`src/rtl/unified_mem_arbiter.sv`:
```
// Unified instruction/data memory arbiter: shares one single-ported memory
// between the IF stage (fetch) and the MEM stage (load/store).
// Optional watchdog: define MEM_TIMEOUT_EN to abort transactions that never
// see mem_ready_i; otherwise the block waits indefinitely and mem_err_o is 0.
module unified_mem_arbiter #(
   parameter int unsigned ADDR_W         = 32,
   parameter int unsigned DATA_W         = 32,
   parameter int unsigned STARVE_LIMIT   = 4,
   parameter int unsigned TIMEOUT_CYCLES = 255
) (
   input  logic              clk,
   input  logic              rst_n,
   input  logic              if_req_i,
   input  logic [ADDR_W-1:0] if_addr_i,
   output logic [DATA_W-1:0] if_rdata_o,
   output logic              if_valid_o,
   input  logic              dm_read_i,
   input  logic              dm_write_i,
   input  logic [ADDR_W-1:0] dm_addr_i,
   input  logic [DATA_W-1:0] dm_wdata_i,
   output logic [DATA_W-1:0] dm_rdata_o,
   output logic              dm_valid_o,
   output logic              mem_req_o,
   output logic              mem_we_o,
   output logic [ADDR_W-1:0] mem_addr_o,
   output logic [DATA_W-1:0] mem_wdata_o,
   input  logic [DATA_W-1:0] mem_rdata_i,
   input  logic              mem_ready_i,
   output logic              stall_if_o,
   output logic              stall_mem_o,
   output logic              mem_err_o
);

   localparam int unsigned STARVE_W = $clog2(STARVE_LIMIT + 1);

   typedef enum logic [1:0] {
      IDLE  = 2'd0,
      FETCH = 2'd1,
      DATA  = 2'd2
   } state_e;

   state_e              state_q, state_d;
   logic [STARVE_W-1:0] starve_q, starve_d;
   logic                mem_req_q, mem_req_d;
   logic                mem_we_q, mem_we_d;
   logic [ADDR_W-1:0]   mem_addr_q, mem_addr_d;
   logic [DATA_W-1:0]   mem_wdata_q, mem_wdata_d;
   logic [DATA_W-1:0]   if_rdata_q, if_rdata_d;
   logic [DATA_W-1:0]   dm_rdata_q, dm_rdata_d;
   logic                if_valid_q, if_valid_d;
   logic                dm_valid_q, dm_valid_d;
   logic                dm_req;
   logic                starve_ok;

`ifdef MEM_TIMEOUT_EN
   localparam int unsigned WDOG_W = (TIMEOUT_CYCLES > 255) ? $clog2(TIMEOUT_CYCLES + 1) : 8;
   logic [WDOG_W-1:0]   wdog_q, wdog_d;
   logic                mem_err_q, mem_err_d;
`endif

   // A simultaneous read and write is treated as a write (mem_we follows dm_write_i).
   assign dm_req    = dm_read_i | dm_write_i;
   assign starve_ok = (starve_q < STARVE_W'(STARVE_LIMIT));

   // Arbitration, grant capture, completion and (optionally) watchdog abort.
   always_comb begin
      state_d     = state_q;
      starve_d    = starve_q;
      mem_req_d   = mem_req_q;
      mem_we_d    = mem_we_q;
      mem_addr_d  = mem_addr_q;
      mem_wdata_d = mem_wdata_q;
      if_rdata_d  = if_rdata_q;
      dm_rdata_d  = dm_rdata_q;
      if_valid_d  = 1'b0;
      dm_valid_d  = 1'b0;
`ifdef MEM_TIMEOUT_EN
      wdog_d      = wdog_q;
      mem_err_d   = 1'b0;
`endif

      // No pending fetch means nothing is being starved.
      if (!if_req_i) begin
         starve_d = '0;
      end

      unique case (state_q)
         IDLE: begin
            if (dm_req && (starve_ok || !if_req_i)) begin
               state_d     = DATA;
               mem_req_d   = 1'b1;
               mem_we_d    = dm_write_i;
               mem_addr_d  = dm_addr_i;
               mem_wdata_d = dm_wdata_i;
               if (if_req_i && starve_ok) begin
                  starve_d = starve_q + STARVE_W'(1);
               end
`ifdef MEM_TIMEOUT_EN
               wdog_d      = '0;
`endif
            end else if (if_req_i) begin
               state_d    = FETCH;
               mem_req_d  = 1'b1;
               mem_we_d   = 1'b0;
               mem_addr_d = if_addr_i;
               starve_d   = '0;
`ifdef MEM_TIMEOUT_EN
               wdog_d     = '0;
`endif
            end
         end
         FETCH, DATA: begin
            if (mem_ready_i) begin
               state_d   = IDLE;
               mem_req_d = 1'b0;
               if (state_q == FETCH) begin
                  if_rdata_d = mem_rdata_i;
                  if_valid_d = 1'b1;
               end else begin
                  if (!mem_we_q) begin
                     dm_rdata_d = mem_rdata_i;
                  end
                  dm_valid_d = 1'b1;
               end
`ifdef MEM_TIMEOUT_EN
            end else if (wdog_q == WDOG_W'(TIMEOUT_CYCLES - 1)) begin
               state_d   = IDLE;
               mem_req_d = 1'b0;
               mem_err_d = 1'b1;
               if (state_q == FETCH) begin
                  if_rdata_d = '0;
                  if_valid_d = 1'b1;
               end else begin
                  if (!mem_we_q) begin
                     dm_rdata_d = '0;
                  end
                  dm_valid_d = 1'b1;
               end
            end else begin
               wdog_d = wdog_q + WDOG_W'(1);
`endif
            end
         end
         default: begin
            state_d   = IDLE;
            mem_req_d = 1'b0;
         end
      endcase
   end

   // State and registered outputs; synchronous active-low reset.
   always_ff @(posedge clk) begin
      if (!rst_n) begin
         state_q     <= IDLE;
         starve_q    <= '0;
         mem_req_q   <= 1'b0;
         mem_we_q    <= 1'b0;
         mem_addr_q  <= '0;
         mem_wdata_q <= '0;
         if_rdata_q  <= '0;
         dm_rdata_q  <= '0;
         if_valid_q  <= 1'b0;
         dm_valid_q  <= 1'b0;
      end else begin
         state_q     <= state_d;
         starve_q    <= starve_d;
         mem_req_q   <= mem_req_d;
         mem_we_q    <= mem_we_d;
         mem_addr_q  <= mem_addr_d;
         mem_wdata_q <= mem_wdata_d;
         if_rdata_q  <= if_rdata_d;
         dm_rdata_q  <= dm_rdata_d;
         if_valid_q  <= if_valid_d;
         dm_valid_q  <= dm_valid_d;
      end
   end

`ifdef MEM_TIMEOUT_EN
   // Watchdog counter and error pulse.
   always_ff @(posedge clk) begin
      if (!rst_n) begin
         wdog_q    <= '0;
         mem_err_q <= 1'b0;
      end else begin
         wdog_q    <= wdog_d;
         mem_err_q <= mem_err_d;
      end
   end

   assign mem_err_o = mem_err_q;
`else
   assign mem_err_o = 1'b0;
`endif

   assign mem_req_o   = mem_req_q;
   assign mem_we_o    = mem_we_q;
   assign mem_addr_o  = mem_addr_q;
   assign mem_wdata_o = mem_wdata_q;
   assign if_rdata_o  = if_rdata_q;
   assign dm_rdata_o  = dm_rdata_q;
   assign if_valid_o  = if_valid_q;
   assign dm_valid_o  = dm_valid_q;

   // Pipeline freezes while a requester is waiting for its completion pulse.
   assign stall_if_o  = if_req_i & ~if_valid_q;
   assign stall_mem_o = dm_req & ~dm_valid_q;

endmodule

```
`config.mk`:
```
export PLATFORM = sky130hd
export DESIGN_NAME = unified_mem_arbiter
export DESIGN_NICKNAME = d
export VERILOG_FILES = /design/src/rtl/unified_mem_arbiter.sv
export SDC_FILE = /design/constraint.sdc
export NUM_CORES = 1
export LEC_CHECK = 0
export ABC_AREA = 1
export CAP_MARGIN = 30
export CORE_MARGIN = 2
export CORE_UTILIZATION = 44
export CTS_CLUSTER_DIAMETER = 150
export DETAILED_ROUTE_END_ITERATION = 6
export PLACE_DENSITY = 0.93
export SLEW_MARGIN = 20
export SYNTH_ARGS = -nofsm -noshare
export SYNTH_HDL_FRONTEND = slang
export SYNTH_SLANG_ARGS = --single-unit
```
`constraint.sdc`:
```
create_clock -name clk -period 3.3 [get_ports clk]
set_input_delay 0.495 -clock clk [delete_from_list [all_inputs] [get_ports clk]]
set_output_delay 0.495 -clock clk [all_outputs]
set_load 0.05 [all_outputs]
```
# --- After elaboration in Yosys (flattened, before gate mapping) ---
# Cells that the tools add are included.
classes:
  eq_ne: 4
  n_bitwise: 7
  order_cmp: 1
  n_reduce_logical: 13
  muxes: 19
  addsub: 1
op_table:
  columns: ["op", "count"]
  rows:
  - ["$mux 32", 2]
  - ["$mux 3", 5]
  - ["$mux 1", 7]
  - ["$mux 2", 3]
  - ["$reduce_and 2->1", 3]
  - ["$reduce_and 3->1", 2]
  - ["$not 1->1", 4]
  - ["$pmux 2 s2", 1]
  - ["$reduce_and 4->1", 1]
  - ["$add 3x1->3 const B", 1]
  - ["$lt 3x3->1 const B", 1]
  - ["$ne 3x3->1 const B", 1]
  - ["$and 1x1->1", 2]
  - ["$eq 2x1->1 const B", 1]
  - ["$eq 2x2->1 const B", 1]
  - ["$logic_and 1x1->1", 2]
  - ["$logic_not 2->1", 1]
  - ["$ne 2x2->1 const B", 1]
  - ["$pmux 1 s2", 1]
  - ["$reduce_bool 2->1", 1]
  - ["$reduce_or 2->1", 1]
  - ["$logic_not 1->1", 1]
  - ["$logic_or 1x1->1", 1]
  - ["$or 1x1->1", 1]
word_totals:
  regBits: 137
  out_inout_bits: 135
  wordCells: 55

# --- Logic depth before layout (Yosys ltp) ---
logic_depth:
  depth_word: 5
  ltp_mapped: 10
  ltp_nobuf: 7

# --- Least setup slack after synthesis ---
# Ideal clock, no wire load.
synth_path:
  path_type: "input port to output port"
  from: "in dm_write_i"
  to: "out stall_mem_o"
  stages: 2
  setup_slack_ns: 1.589
  t_arrival_ns: 1.216
  required_time_ns: 2.805
  cell_sequence: "nor2_1 -> nor2_1"
synth_via:
  elab_chain_len: 2
synth_lines:
  columns: ["item", "line_no", "rtl"]
  rows:
  - ["from (decl)", "18", "input logic dm_write_i,"]
  - ["$or 1x1->1", "62", "assign dm_req = dm_read_i | dm_write_i;"]
  - ["$and 1x1->1", "206", "assign stall_mem_o = dm_req & ~dm_valid_q;"]
  - ["to (decl)", "30", "output logic stall_mem_o,"]
# No other way between the ends.

# --- Final worst setup path ---
layout_path:
  from: "in if_req_i"
  to: "out stall_if_o"
layout_via:
  elab_chain_len: 1
layout_lines:
  columns: ["item", "line_no", "rtl"]
  rows:
  - ["from (decl)", "13", "input logic if_req_i,"]
  - ["$and 1x1->1", "205", "assign stall_if_o = if_req_i & ~if_valid_q;"]
  - ["to (decl)", "29", "output logic stall_if_o,"]
# No other way between the ends.

==> flow_summary.json <==
{
  "antenna_found_initial": 0,
  "synth_nets": 965,
  "ctsHoldBuffers": 0,
  "synth_compound_area_share_pct": 10.4,
  "insertion_delay_ns": 0.41,
  "seq_area_frac_synth_pct": 47.9,
  "final.setup_skew_ns": 0.00782,
  "synth_top_flop_cell": "dfxtp_1",
  "tns_ns": 0,
  "first_iter_violations": 338,
  "p_seq_share_pct": 33.8,
  "final_layout_size_suffix_gt1_share_pct": 4.51,
  "fin_crit_sh_pct": 79.8,
  "cts_resized": 0,
  "row_count": 41,
  "core_mm2": 0.0127,
  "ir_worst_vdd_v": 0.000411,
  "ys_top_cells_by_count": "nor2_1, nand2_1, dfxtp_1",
  "cp_max_fo": 6,
  "num_io_pins": 269,
  "rsz0062_at_grt": "no",
  "viasPerCell": 4.63,
  "netlist.area_leader.share_pct": 47.9,
  "syn_inst": 827,
  "worst_pin_slew_ns": 0.857,
  "grt.total_usage_pct": 23.6,
  "grt_max_degree": 98,
  "yosys-top-cells-area": "dfxtp_1, nor2_1, nand2_1",
  "grt_overflow": 0,
  "firstDrtPassIters": 7,
  "areaGrowthSynthToFinish_pct": 56.5,
  "ys_seq_elements": 137,
  "numCtsBuffers": 17,
  "hold_class": "reg -> reg",
  "synth_top_family_by_area": "simple AND/OR/NAND/NOR gates",
  "die_x_um": 118,
  "wirelength_mm": 16.6,
  "syn_avg_cell_area_um2": 6.92,
  "grt_pass1_vias": 5619,
  "synth_edf_count": 0,
  "cp.required_ns": 2.80,
  "numPortBuffers": 267,
  "fmax_ghz": 0.380,
  "p_comb_share_pct": 36.9,
  "fin_crit_ns": 2.63,
  "max_slew_margin_pct": 42.9,
  "die_y_um": 118,
  "critical_path_arrival_ns": 2.14,
  "hold_slack_ns": 0.468,
  "syn-cell-area_mm2": 0.00573,
  "maxCapViolCount": 0,
  "grt_pass1_wl_mm": 26.4,
  "die_area_mm2": 0.0139,
  "status": "finished, final reports clean",
  "hpwl_mm": 11.8,
  "slew_violations": 0,
  "yosys.area_share.simple_pct": 30.7,
  "ys_warn_count": 0,
  "worst_setup_path_start_kind": "input port",
  "root_buffer": "clkbuf_16",
  "synth_xor_area_share_pct": 0,
  "postCtsSetupBuffers": 0,
  "synth_top_cell_by_area": "dfxtp_1",
  "yosysMostFrequentCell": "nor2_1",
  "switching_share_pct": 38.1,
  "ant_nets": 0,
  "async_flop_share_pct": 0,
  "clkTransAtPathRegs_ns": 0.05,
  "finalSetupViolCount": 0,
  "cts-htree-levels": 4,
  "p_leak_nw": 3.93,
  "critPathCaptureType": "output port",
  "cell_internal_pwr_w": 0.00370,
  "synth_mux_area_share_pct": 0,
  "ys_types": 21,
  "cts_tree": "yes",
  "cts_sinks": 137,
  "wire_per_inst_um": 13.2,
  "p_sw_w": 0.00227,
  "place_congestion": 0.858,
  "power.share.clock_pct": 29.3,
  "pwr_density_cell_mw_per_mm2": 666,
  "vias": 5830,
  "synthAdderAreaFrac_pct": 0.874,
  "nNetsFinal": 1212,
  "diodes": 0,
  "start_util_pct": 45.2,
  "route.detailed.drc": 0,
  "path_class": "in -> out",
  "cts_buffer_depth": 2,
  "hold_viol": 0
}
-- worst max-delay path, stage by stage --
cell	delay, ns
clkdlybuf4s50_1	0.60
inv_1	0.13
nor2_1	0.10
clkdlybuf4s50_1	0.82
-- path summary, 6_finish.rpt --
path / endpoint / slack [ns] / depth (start not counted) / from
setup reg to reg: mem_addr_o[5] / 1.33 / 8 / state_q[1]
hold reg to reg: state_q[1] / 0.47 / 2 / state_q[1]
hold / removal: state_q[1] / 0.47 / 2 / state_q[1]
setup / recovery: stall_if_o / 0.67 / 4 / if_req_i
-- power by group through the flow --
stage | registers, W | logic [W] | clock network [W]
3_5_place_dp | 0.00205 | 0.00220 | 0
3_3_place_gp | 0.00203 | 0.00216 | 0
6_report | 0.00202 | 0.00220 | 0.00175
4_1_cts | 0.00202 | 0.00221 | 0.00177
2_1_floorplan | 0.00285 | 0.000673 | 0
5_1_grt | 0.00204 | 0.00236 | 0.00185
-- state kept, by name (all words and copies together), names as in the netlist --
| name | flops |
|---|---|
| dm_rdata_o | 32 |
| mem_req_o | 1 |
| mem_wdata_o | 32 |
| dm_valid_o | 1 |
| mem_we_o | 1 |
| starve_q | 3 |
| state_q | 2 |
| if_rdata_o | 32 |
| mem_addr_o | 32 |
| if_valid_o | 1 |
-- logic make-up after synthesis --
| kind of cell | after synthesis |
|---|---|
| adder cells (fa/ha/maj) | 4 |
| flip-flops | 137 |
| AND/OR/NAND/NOR | 458 |
| AO/OA/AOI/OAI | 103 |
| buffers and inverters | 124 |
| other | 1 |
-- cell type report --
class / count / area [µm²]
clock buffers: 19 / 443
clock inverters: 12 / 104
fillers: 999 / 3710
inverters: 75 / 282
multi-input cells: 566 / 2410
flip-flops and latches: 137 / 2740
well taps: 172 / 215
repair buffers: 277 / 2760
-- layout by cell type, fill, tap and decap left out, types with 3 or more instances in the layout --
cell type          n
clkinv_2           5
nand2_1          145
nand2_2            4
dfxtp_1          137
clkinv_4           3
inv_1             73
o21bai_1          32
clkbuf_16         17
nor2_1           295
clkdlybuf4s50_1  266
clkinvlp_4         3
a21oi_1            7
nand3_1            8
o21ai_0           64
ha_1               4
buf_4              8
-- metal layers --
layer | vias to the layer above | routed length, µm | track usage [%] | part of all wire [%]
li1 | 3001 | - | - | -
met1 | 2583 | 6580 | 24.3 | 40
met2 | 213 | 8210 | 42.2 | 49
met3 | 33 | 1430 | 9.59 | 8.6
met4 | 0 | 422 | 9.86 | 2.5
met5 | - | 0 | 0 | 0
-- stage by stage --
step / util (%) / power (W) / std cells / instance area [µm²] / setup WS [ns]
after floorplan: - / 0.00352 / 827 / 5730 / 1.59
after global placement: 66.3 / 0.00420 / 1226 / 8400 / 0.695
after detailed placement: 66.4 / 0.00425 / 1227 / 8410 / 0.670
after CTS: 70.7 / 0.00600 / 1258 / 8960 / 0.672
after global routing: 70.7 / 0.00625 / 1258 / 8960 / 0.569
final: 70.7 / 0.00597 / 1258 / 8960 / 0.667
Note: power is estimated with default switching activity, not from simulation.
